===== src/rtl/jkff_bank_ctrl_pkg.sv =====
// rtl/jkff_bank_ctrl_pkg.sv - opcode and state encodings for the JKFF bank sequencer
package jkff_bank_ctrl_pkg;

  localparam int OP_W = 3;

  localparam logic [OP_W-1:0] OP_NOP    = 3'd0;
  localparam logic [OP_W-1:0] OP_SET    = 3'd1;
  localparam logic [OP_W-1:0] OP_CLR    = 3'd2;
  localparam logic [OP_W-1:0] OP_TOG    = 3'd3;
  localparam logic [OP_W-1:0] OP_LOAD   = 3'd4;
  localparam logic [OP_W-1:0] OP_COUNT  = 3'd5;
  localparam logic [OP_W-1:0] OP_CLRALL = 3'd6;
  localparam logic [OP_W-1:0] OP_RSVD   = 3'd7;

  typedef enum logic [1:0] {
    ST_IDLE  = 2'd0,
    ST_EXEC  = 2'd1,
    ST_COUNT = 2'd2,
    ST_DONE  = 2'd3
  } state_t;

endpackage


===== src/rtl/jk_incr_mask.sv =====
// rtl/jk_incr_mask.sv - toggle mask that makes a JK bank count up by one
module jk_incr_mask #(
  parameter int WIDTH = 8
) (
  input  logic [WIDTH-1:0] i_q,
  output logic [WIDTH-1:0] o_mask
);

  // bit i toggles when every lower bit is 1; bits at or above i are forced to 1 before the AND
  always_comb begin
    o_mask = '0;
    for (int i = 0; i < WIDTH; i++) begin
      o_mask[i] = &(i_q | ~((WIDTH'(1) << i) - WIDTH'(1)));
    end
  end

endmodule


===== src/rtl/jkff_bank_ctrl.sv =====
// rtl/jkff_bank_ctrl.sv - command sequencer for a JKFF bank (optional JKFF_BANK_CTRL_VERIFY_EN)
module jkff_bank_ctrl
  import jkff_bank_ctrl_pkg::*;
#(
  parameter int WIDTH = 8
) (
  input  logic             i_clk,
  input  logic             i_rst_n,
  input  logic             i_cmd_valid,
  output logic             o_cmd_ready,
  input  logic [OP_W-1:0]  i_cmd_op,
  input  logic [WIDTH-1:0] i_cmd_data,
  input  logic [WIDTH-1:0] i_Q,
  output logic [WIDTH-1:0] o_J,
  output logic [WIDTH-1:0] o_K,
  output logic [WIDTH-1:0] o_E,
  output logic             o_bank_reset,
  output logic             o_done,
  output logic             o_wrap,
  output logic             o_err
);

  state_t            r_state;
  state_t            w_state_next;
  logic [OP_W-1:0]   r_op;
  logic [WIDTH-1:0]  r_data;
  logic [WIDTH-1:0]  r_remain;
  logic [WIDTH-1:0]  w_incr_mask;
  logic              w_accept;

  // ready is masked by reset so nothing can be taken while the controller is held
  assign o_cmd_ready = (r_state == ST_IDLE) && i_rst_n;
  assign w_accept    = i_cmd_valid && o_cmd_ready;

  jk_incr_mask #(.WIDTH(WIDTH)) u_incr_mask (
    .i_q    (i_Q),
    .o_mask (w_incr_mask)
  );

  // state register
  always_ff @(posedge i_clk or negedge i_rst_n) begin
    if (!i_rst_n) begin
      r_state <= ST_IDLE;
    end else begin
      r_state <= w_state_next;
    end
  end

  // latch the command on accept; remaining count steps down once per COUNT cycle
  always_ff @(posedge i_clk or negedge i_rst_n) begin
    if (!i_rst_n) begin
      r_op     <= OP_NOP;
      r_data   <= '0;
      r_remain <= '0;
    end else if (w_accept) begin
      r_op     <= i_cmd_op;
      r_data   <= i_cmd_data;
      r_remain <= i_cmd_data;
    end else if (r_state == ST_COUNT) begin
      r_remain <= r_remain - WIDTH'(1);
    end
  end

  // next state and bank drive; J=K=0 with E=1 would clear, so idle bits always get E=0
  always_comb begin
    w_state_next = r_state;
    o_J          = '0;
    o_K          = '0;
    o_E          = '0;
    o_bank_reset = 1'b0;
    o_done       = 1'b0;
    o_wrap       = 1'b0;
    case (r_state)
      ST_IDLE: begin
        if (w_accept) begin
          if ((i_cmd_op == OP_COUNT) && (i_cmd_data != '0)) begin
            w_state_next = ST_COUNT;
          end else begin
            w_state_next = ST_EXEC;
          end
        end
      end
      ST_EXEC: begin
        case (r_op)
          OP_SET: begin
            o_E = r_data;
            o_J = r_data;
          end
          OP_CLR: begin
            o_E = r_data;
            o_K = r_data;
          end
          OP_TOG: begin
            o_E = r_data;
            o_J = r_data;
            o_K = r_data;
          end
          OP_LOAD: begin
            o_E = '1;
            o_J = r_data;
            o_K = ~r_data;
          end
          OP_CLRALL: begin
            o_bank_reset = 1'b1;
          end
          default: begin
          end
        endcase
        w_state_next = ST_DONE;
      end
      ST_COUNT: begin
        o_E    = w_incr_mask;
        o_J    = w_incr_mask;
        o_K    = w_incr_mask;
        o_wrap = &i_Q;
        if (r_remain == WIDTH'(1)) begin
          w_state_next = ST_DONE;
        end
      end
      ST_DONE: begin
        o_done       = 1'b1;
        w_state_next = ST_IDLE;
      end
      default: begin
        w_state_next = ST_IDLE;
      end
    endcase
  end

`ifdef JKFF_BANK_CTRL_VERIFY_EN
  logic [WIDTH-1:0] r_expect;
  logic [WIDTH-1:0] w_expect_next;
  logic             r_err;

  // expected bank value after the command, from the Q seen at the accept edge
  always_comb begin
    w_expect_next = i_Q;
    case (i_cmd_op)
      OP_SET:    w_expect_next = i_Q | i_cmd_data;
      OP_CLR:    w_expect_next = i_Q & ~i_cmd_data;
      OP_TOG:    w_expect_next = i_Q ^ i_cmd_data;
      OP_LOAD:   w_expect_next = i_cmd_data;
      OP_COUNT:  w_expect_next = i_Q + i_cmd_data;
      OP_CLRALL: w_expect_next = '0;
      default:   w_expect_next = i_Q;
    endcase
  end

  // capture expectation on accept; flag a sticky error if DONE sees a different Q
  always_ff @(posedge i_clk or negedge i_rst_n) begin
    if (!i_rst_n) begin
      r_expect <= '0;
      r_err    <= 1'b0;
    end else if (w_accept) begin
      r_expect <= w_expect_next;
      r_err    <= 1'b0;
    end else if ((r_state == ST_DONE) && (i_Q != r_expect)) begin
      r_err    <= 1'b1;
    end
  end

  assign o_err = r_err;
`else
  assign o_err = 1'b0;
`endif

endmodule


===== config.mk =====
export PLATFORM = sky130hd
export DESIGN_NAME = jkff_bank_ctrl
export DESIGN_NICKNAME = d
export VERILOG_FILES = /design/src/rtl/jkff_bank_ctrl_pkg.sv /design/src/rtl/jk_incr_mask.sv /design/src/rtl/jkff_bank_ctrl.sv
export SDC_FILE = /design/constraint.sdc
export NUM_CORES = 1
export LEC_CHECK = 0
export ABC_AREA = 1
export CAP_MARGIN = 20
export CORE_MARGIN = 8
export CORE_UTILIZATION = 42
export DETAILED_ROUTE_END_ITERATION = 10
export PLACE_DENSITY = 0.76
export SYNTH_ARGS = -nofsm -noshare
export SYNTH_HDL_FRONTEND = slang
export SYNTH_SLANG_ARGS = --single-unit

===== constraint.sdc =====
create_clock -name i_clk -period 1.9 [get_ports i_clk]
set_clock_uncertainty 0.2 [all_clocks]
set_input_delay 0.57 -clock i_clk [delete_from_list [all_inputs] [get_ports i_clk]]
set_output_delay 0.57 -clock i_clk [all_outputs]
set_load 0.02 [all_outputs]

[After elaboration in Yosys (flattened, before gate mapping)]
Cells that the tools add are included.
Cells by class
  reductions and logical operators: 17
  add/sub/neg operators: 1
  muxes and demuxes: 16
  bitwise logic cells: 1
  eq/ne operators: 12
Operators by type and width (number)
  one-hot mux 8 bit (2 select lines): 5
  two-way mux 8 bit: 3
  equality test 3 bit (second input constant): 3
  equality test 8 x 1 -> 1 bit (second input constant): 1
  inverter 8 bit: 1
  one-hot mux 2 bit (4 select lines): 1
  AND reduction 8 bit: 1
  nonzero test 8 bit: 1
  subtractor 8 x 1 -> 8 bit (second input constant): 1
  AND reduction 7 bit: 1
  equality test 3 x 2 -> 1 bit (second input constant): 2
  two-way mux 2 bit: 3
  AND reduction 6 bit: 1
  OR reduction 3 bit: 2
  AND reduction 5 bit: 1
  equality test 2 bit (second input constant): 2
  two-way mux 1 bit: 4
  AND reduction 2 bit: 2
  AND reduction 4 bit: 1
  equality test 3 x 1 -> 1 bit (second input constant): 1
  logical AND 1 bit: 3
  AND reduction 3 bit: 1
  equality test 2 x 1 -> 1 bit (second input constant): 1
  zero test 2 bit: 1
  other kinds (4): 4
Word-level totals
  register bits after elaboration: 21
  input port bits: 22

[Depth between registers and ports, before layout]
  depth in word-level cells: 5
  gate-level depth with buffers: 11
  depth with buffers taken out: 10

[Hierarchy]
A second synthesis with hierarchy kept.
Unflattened totals
  cell total of the unflattened synthesis: 245
  area total of the unflattened synthesis: 1636.6 um^2
Modules (own cells, without submodules)
  jkff_bank_ctrl: seq. area each 525.5 um^2, cells an instance 228, times used 1, area an instance 1561.5 um^2
  jk_incr_mask: seq. area each 0.0 um^2, cells an instance 17, times used 1, area an instance 75.1 um^2

[Worst setup path before layout]
No wires, ideal clock.
  kind: reg2out
  start: reg r_state[0]
  end: out o_E[5]
  data required time: 1.130 ns
  arrival time: 1.476 ns
  cell stages (with the launch flop): 7
  path slack: -0.346 ns
  cell sequence: dfrtp_1 inv_1 ha_1 inv_2 nor3_4 nand2_1 a21oi_1
Between the ends
  cells in the longest elaborated chain, start to end: 2
  elaborated cells on any way between the ends: 3
  those cells by class: 2 x eq/ne; 1 x mux
RTL lines
  start: declaration: RTL line jkff_bank_ctrl.sv:23  | state_t r_state;
  start signal: assignment: RTL line jkff_bank_ctrl.sv:45  | r_state <= w_state_next;
  equality test 2 bit or equality test 2 x 1 -> 1 bit (tied branches): RTL line jkff_bank_ctrl.sv:73  | case (r_state)
  one-hot mux 8 bit (2 select lines) *: RTL line jkff_bank_ctrl.sv:73
  end: declaration: RTL line jkff_bank_ctrl.sv:16  | output logic [WIDTH-1:0] o_E,
Every way passes the cells marked *; elsewhere a longest branch is shown, timed or not.

[Worst setup path in the final report]
  start: reg r_op[0]
  end: out o_J[4]
Between the ends
  cells in the longest elaborated chain, start to end: 4
  elaborated cells on any way between the ends: 6
  those cells by class: 3 x eq/ne; 2 x mux; 1 x reduce/logical
RTL lines
  start: declaration: RTL line jkff_bank_ctrl.sv:25  | logic [OP_W-1:0] r_op;
  start signal: assignment: RTL line jkff_bank_ctrl.sv:56  | r_op <= i_cmd_op;
  equality test 3 bit (tied with other cells): RTL line jkff_bank_ctrl.sv:84  | case (r_op)
  OR reduction 3 bit (no line) *
  two-way mux 8 bit *: RTL line jkff_bank_ctrl.sv:84
  one-hot mux 8 bit (2 select lines) *: RTL line jkff_bank_ctrl.sv:73
  end: declaration: RTL line jkff_bank_ctrl.sv:14  | output logic [WIDTH-1:0] o_J,
Marked as above.

==> flow_metrics.tcl <==
set metrics [dict create \
    total_leakage_power_nw 1.33 \
    routed_wl_um 7300 \
    vdd_drop_max_mv 0.999 \
    cts.sink_count 21 \
    synth_async_sr_flop_share_pct 100 \
    avgRoutedWirePerCell_um 19.5 \
    core-area_um2 3630 \
    post-route-drc-count 0 \
    achievable_frequency_mhz 404 \
    synth.yosys.seq_area_share_pct 33.3 \
    flow.area_growth_from_synthesis_pct 101 \
    global_route.peak_usage_layer "met2" \
    antenna_cells 0 \
    layout.area.seq_um2 527 \
    global_route.usage.met1_pct 25.1 \
    port-buffer-count 49 \
    die_width_um 77.3 \
    grt.met3_usage_pct 3.73 \
    syn-mean-instance-area_um2 6.83 \
    synthDistinctLibCells 27 \
    initial_utilization_pct 43.4 \
    detail_route.first_pass.iterations 4 \
    ctsHtreeMaxLevel 1 \
    route.vias.total 2131 \
    failed_checks "negative setup slack" \
    outcome "finished, violations left" \
    yosys-top-cells-count "sky130_fd_sc_hd__nand2_1, sky130_fd_sc_hd__a21oi_1, sky130_fd_sc_hd__inv_1" \
    power.density_cell_area_nw_per_um2 1820 \
    multi_input_combinational_cell_area_um2 1430 \
    cts.root.buffer_cell "sky130_fd_sc_hd__clkbuf_8" \
    io-pin-count 51 \
    initialDrtViolationCount 192 \
    finalWorstSetupSlack_ns -0.576 \
    detail_route.vias_per_cell 5.70 \
    numCtsBuffers 3 \
    crit_path_cell_trace "inv_2 > buf_4 > o21ai_4 > nand3_1 > a21oi_4 > buf_6" \
    wire_length_of_the_first_global_routing_pass_um 10700 \
    hold_viol 0 \
    dp_hpwl_um 4080 \
    gp_congestion 0.878 \
    clock_path_buffers 2 \
    final.fill_count 170 \
    min-delay-path-class "in -> async" \
    drive_above_1_share_pct 50.0 \
    synthDominantCellAreaShare_pct 33.3 \
    critPathMaxStageDelay_ns 0.37 \
    clkLatencyLatePin_ns 0.26 \
    synthMostInstantiatedCell "sky130_fd_sc_hd__nand2_1" \
    worst_setup_hold_path_clk_slew_ns 0.08 \
    synth-warning-count 0 \
    synth.ff_latch_count 21 \
    synth-edff-count 0 \
    dominantRegCellSynth "sky130_fd_sc_hd__dfrtp_1" \
    timing.critical_path.required_ns 1.13 \
    maximum_number_of_pins_on_one_net_before_global_route_repair 22 \
    synth.net_count 259 \
    post_synth_inst_count 231 \
    critPathTopFamily "compound AO/OA/AOI/OAI gates" \
    groute.usage.overall_pct 21.5 \
    critical_path.n_buffers_inverters 3 \
    placement_rows 22 \
    met2_routing_resource_usage_after_global_routing_pct 38.7 \
    post_synth_main_area_contributors "sky130_fd_sc_hd__dfrtp_1, sky130_fd_sc_hd__nand2_1, sky130_fd_sc_hd__a21oi_1" \
    dieHeight_um 77.3 \
    period_share_pct 130 \
    finalSetupViolCount 29 \
    post-layout-total-power_mw 5.77 \
    period_needed_ns 2.48 \
    crit_type "reg -> out" \
    antenna_found_initial 0 \
    grt_pass1_vias 2145 \
    worstSetupEndpointType "primary output" \
    die_area_um2 5970 \
    grt_setup_unrepaired "true" \
    synth_area_um2 1580 \
    cpMaxStageDelayCell "sky130_fd_sc_hd__dfrtp_1" \
    crit_path_max_fanout 8 \
    post_cts_hold_buffer_count 0 \
    max_cap_viol_count 0 \
    yosys.area.top_type "sky130_fd_sc_hd__dfrtp_1" \
    final-max-slew-violation-count 0 \
    hold_slack_ns 0.296 \
    start_kind "flip-flop" \
    arrival_ns 1.71 \
    postRouteAntennaNets 0 \
    overflow 0 \
    cts_tree "done" \
    fin_nets 355 \
]
==> layer usage <==
layer	vias up	part of all wire (%)
met1	1030	39
li1	950	-
met2	122	50
met4	0	3.9
met3	29	6.9
met5	-	0
==> worst paths after layout <==
kind	slack [ns]	to	depth (start not counted)	startpoint
worst max register to register	-0.11	r_data[2]	10	r_state[0]
worst min register to register	0.39	r_remain[7]	3	r_remain[7]
worst min-delay path	0.30	r_op[0]	2	i_rst_n
worst max-delay path	-0.58	o_J[4]	6	r_op[0]
min in group i_clk	0.39	r_remain[7]	3	r_remain[7]
max in group asynchronous	0.97	r_op[2]	2	i_rst_n
==> sequential cells by signal (all words and copies together), names as in the netlist <==
name / count
r_state: 2
r_op: 3
r_data: 8
r_remain: 8
==> report_power, final <==
part | internal (mW) | total [mW] | switching (mW)
sequential | 0.666 | 0.851 | 0.185
combinational | 1.90 | 4.61 | 2.71
clock | 0.148 | 0.306 | 0.158
==> timing repair <==
item	4_1_cts	5_1_grt
setup buffers	10	1
pin swaps	17	7
gates cloned	3	0
endpoints found under the setup margin	29	45
gates resized for setup	222	17
==> cells in the final DEF, fill, tap and decap left out, types with 2 or more instances in the layout <==
cell type / count
sky130_fd_sc_hd__nand2_4: 3
sky130_fd_sc_hd__ha_1: 2
sky130_fd_sc_hd__inv_6: 2
sky130_fd_sc_hd__nor2_1: 11
sky130_fd_sc_hd__inv_12: 2
sky130_fd_sc_hd__nand3_2: 4
sky130_fd_sc_hd__nor2_4: 2
sky130_fd_sc_hd__nand3_1: 10
sky130_fd_sc_hd__o221ai_1: 2
sky130_fd_sc_hd__o211ai_1: 4
sky130_fd_sc_hd__dlygate4sd2_1: 5
sky130_fd_sc_hd__dfrtp_1: 20
sky130_fd_sc_hd__nand2_1: 46
sky130_fd_sc_hd__a21oi_2: 2
sky130_fd_sc_hd__buf_12: 2
sky130_fd_sc_hd__ha_4: 4
sky130_fd_sc_hd__nand4_1: 3
sky130_fd_sc_hd__buf_6: 31
sky130_fd_sc_hd__xor2_1: 5
sky130_fd_sc_hd__clkbuf_8: 3
sky130_fd_sc_hd__o21ai_1: 3
sky130_fd_sc_hd__o21ai_2: 7
sky130_fd_sc_hd__nand2_2: 10
sky130_fd_sc_hd__inv_1: 23
sky130_fd_sc_hd__a21oi_4: 30
sky130_fd_sc_hd__inv_2: 8
sky130_fd_sc_hd__clkdlybuf4s50_1: 14
sky130_fd_sc_hd__buf_4: 39
sky130_fd_sc_hd__o21ai_0: 12
==> kinds of logic (layout without fill, tap and decap cells) <==
family / count (synthesis) / in the layout / share of synthesized area, %
xor gates and xnor gates: 6 / 6 / 3.33
other: 1 / 1 / 0.238
and+or+nand+nor: 94 / 94 / 26.2
DFF: 21 / 21 / 33.3
AOI/OAI and AO/OA: 62 / 62 / 21.5
buffers and inverters: 41 / 136 / 10.6
adders and majority gates: 6 / 6 / 4.76
==> final cells by class <==
type                       count  share of cell area, %
inverter                      35                   5.05
timing repair inverter         3                   1.38
clock inverter                 1                  0.237
timing repair buffer          94                   28.4
sequential                    21                   16.6
clock buffer                   3                   1.30
tap                           48                   1.89
multi-input combinational    169                   45.1
==> worst register-to-register path: cells and delay by family (launching register included) <==
| kind | cells | cell delay, ns |
|---|---|---|
| buffers and inverters | 6 | 0.65 |
| flip-flops | 1 | 0.41 |
| AO/OA/AOI/OAI | 1 | 0.33 |
| adder cells (fa/ha/maj) | 1 | 0.16 |
| AND/OR/NAND/NOR | 2 | 0.14 |
==> through the flow <==
| step | area, um^2 | instances | worst slack, ns | util [%] | TNS (ns) |
|---|---|---|---|---|---|
| after global routing | 3170 | 374 | -0.611 | 87.3 | -14.93 |
| final | 3170 | 374 | -0.576 | 87.3 | -13.97 |
| after CTS | 3100 | 373 | -0.482 | 85.3 | -11.99 |
| after floorplan | 1980 | 231 | -0.154 | - | -2.34 |
| after global placement | 2720 | 357 | -1.20 | 74.9 | -32.83 |
| after detailed placement | 2720 | 357 | -1.27 | 74.9 | -33.90 |
No activity file was read; power rests on OpenSTA's default activity.
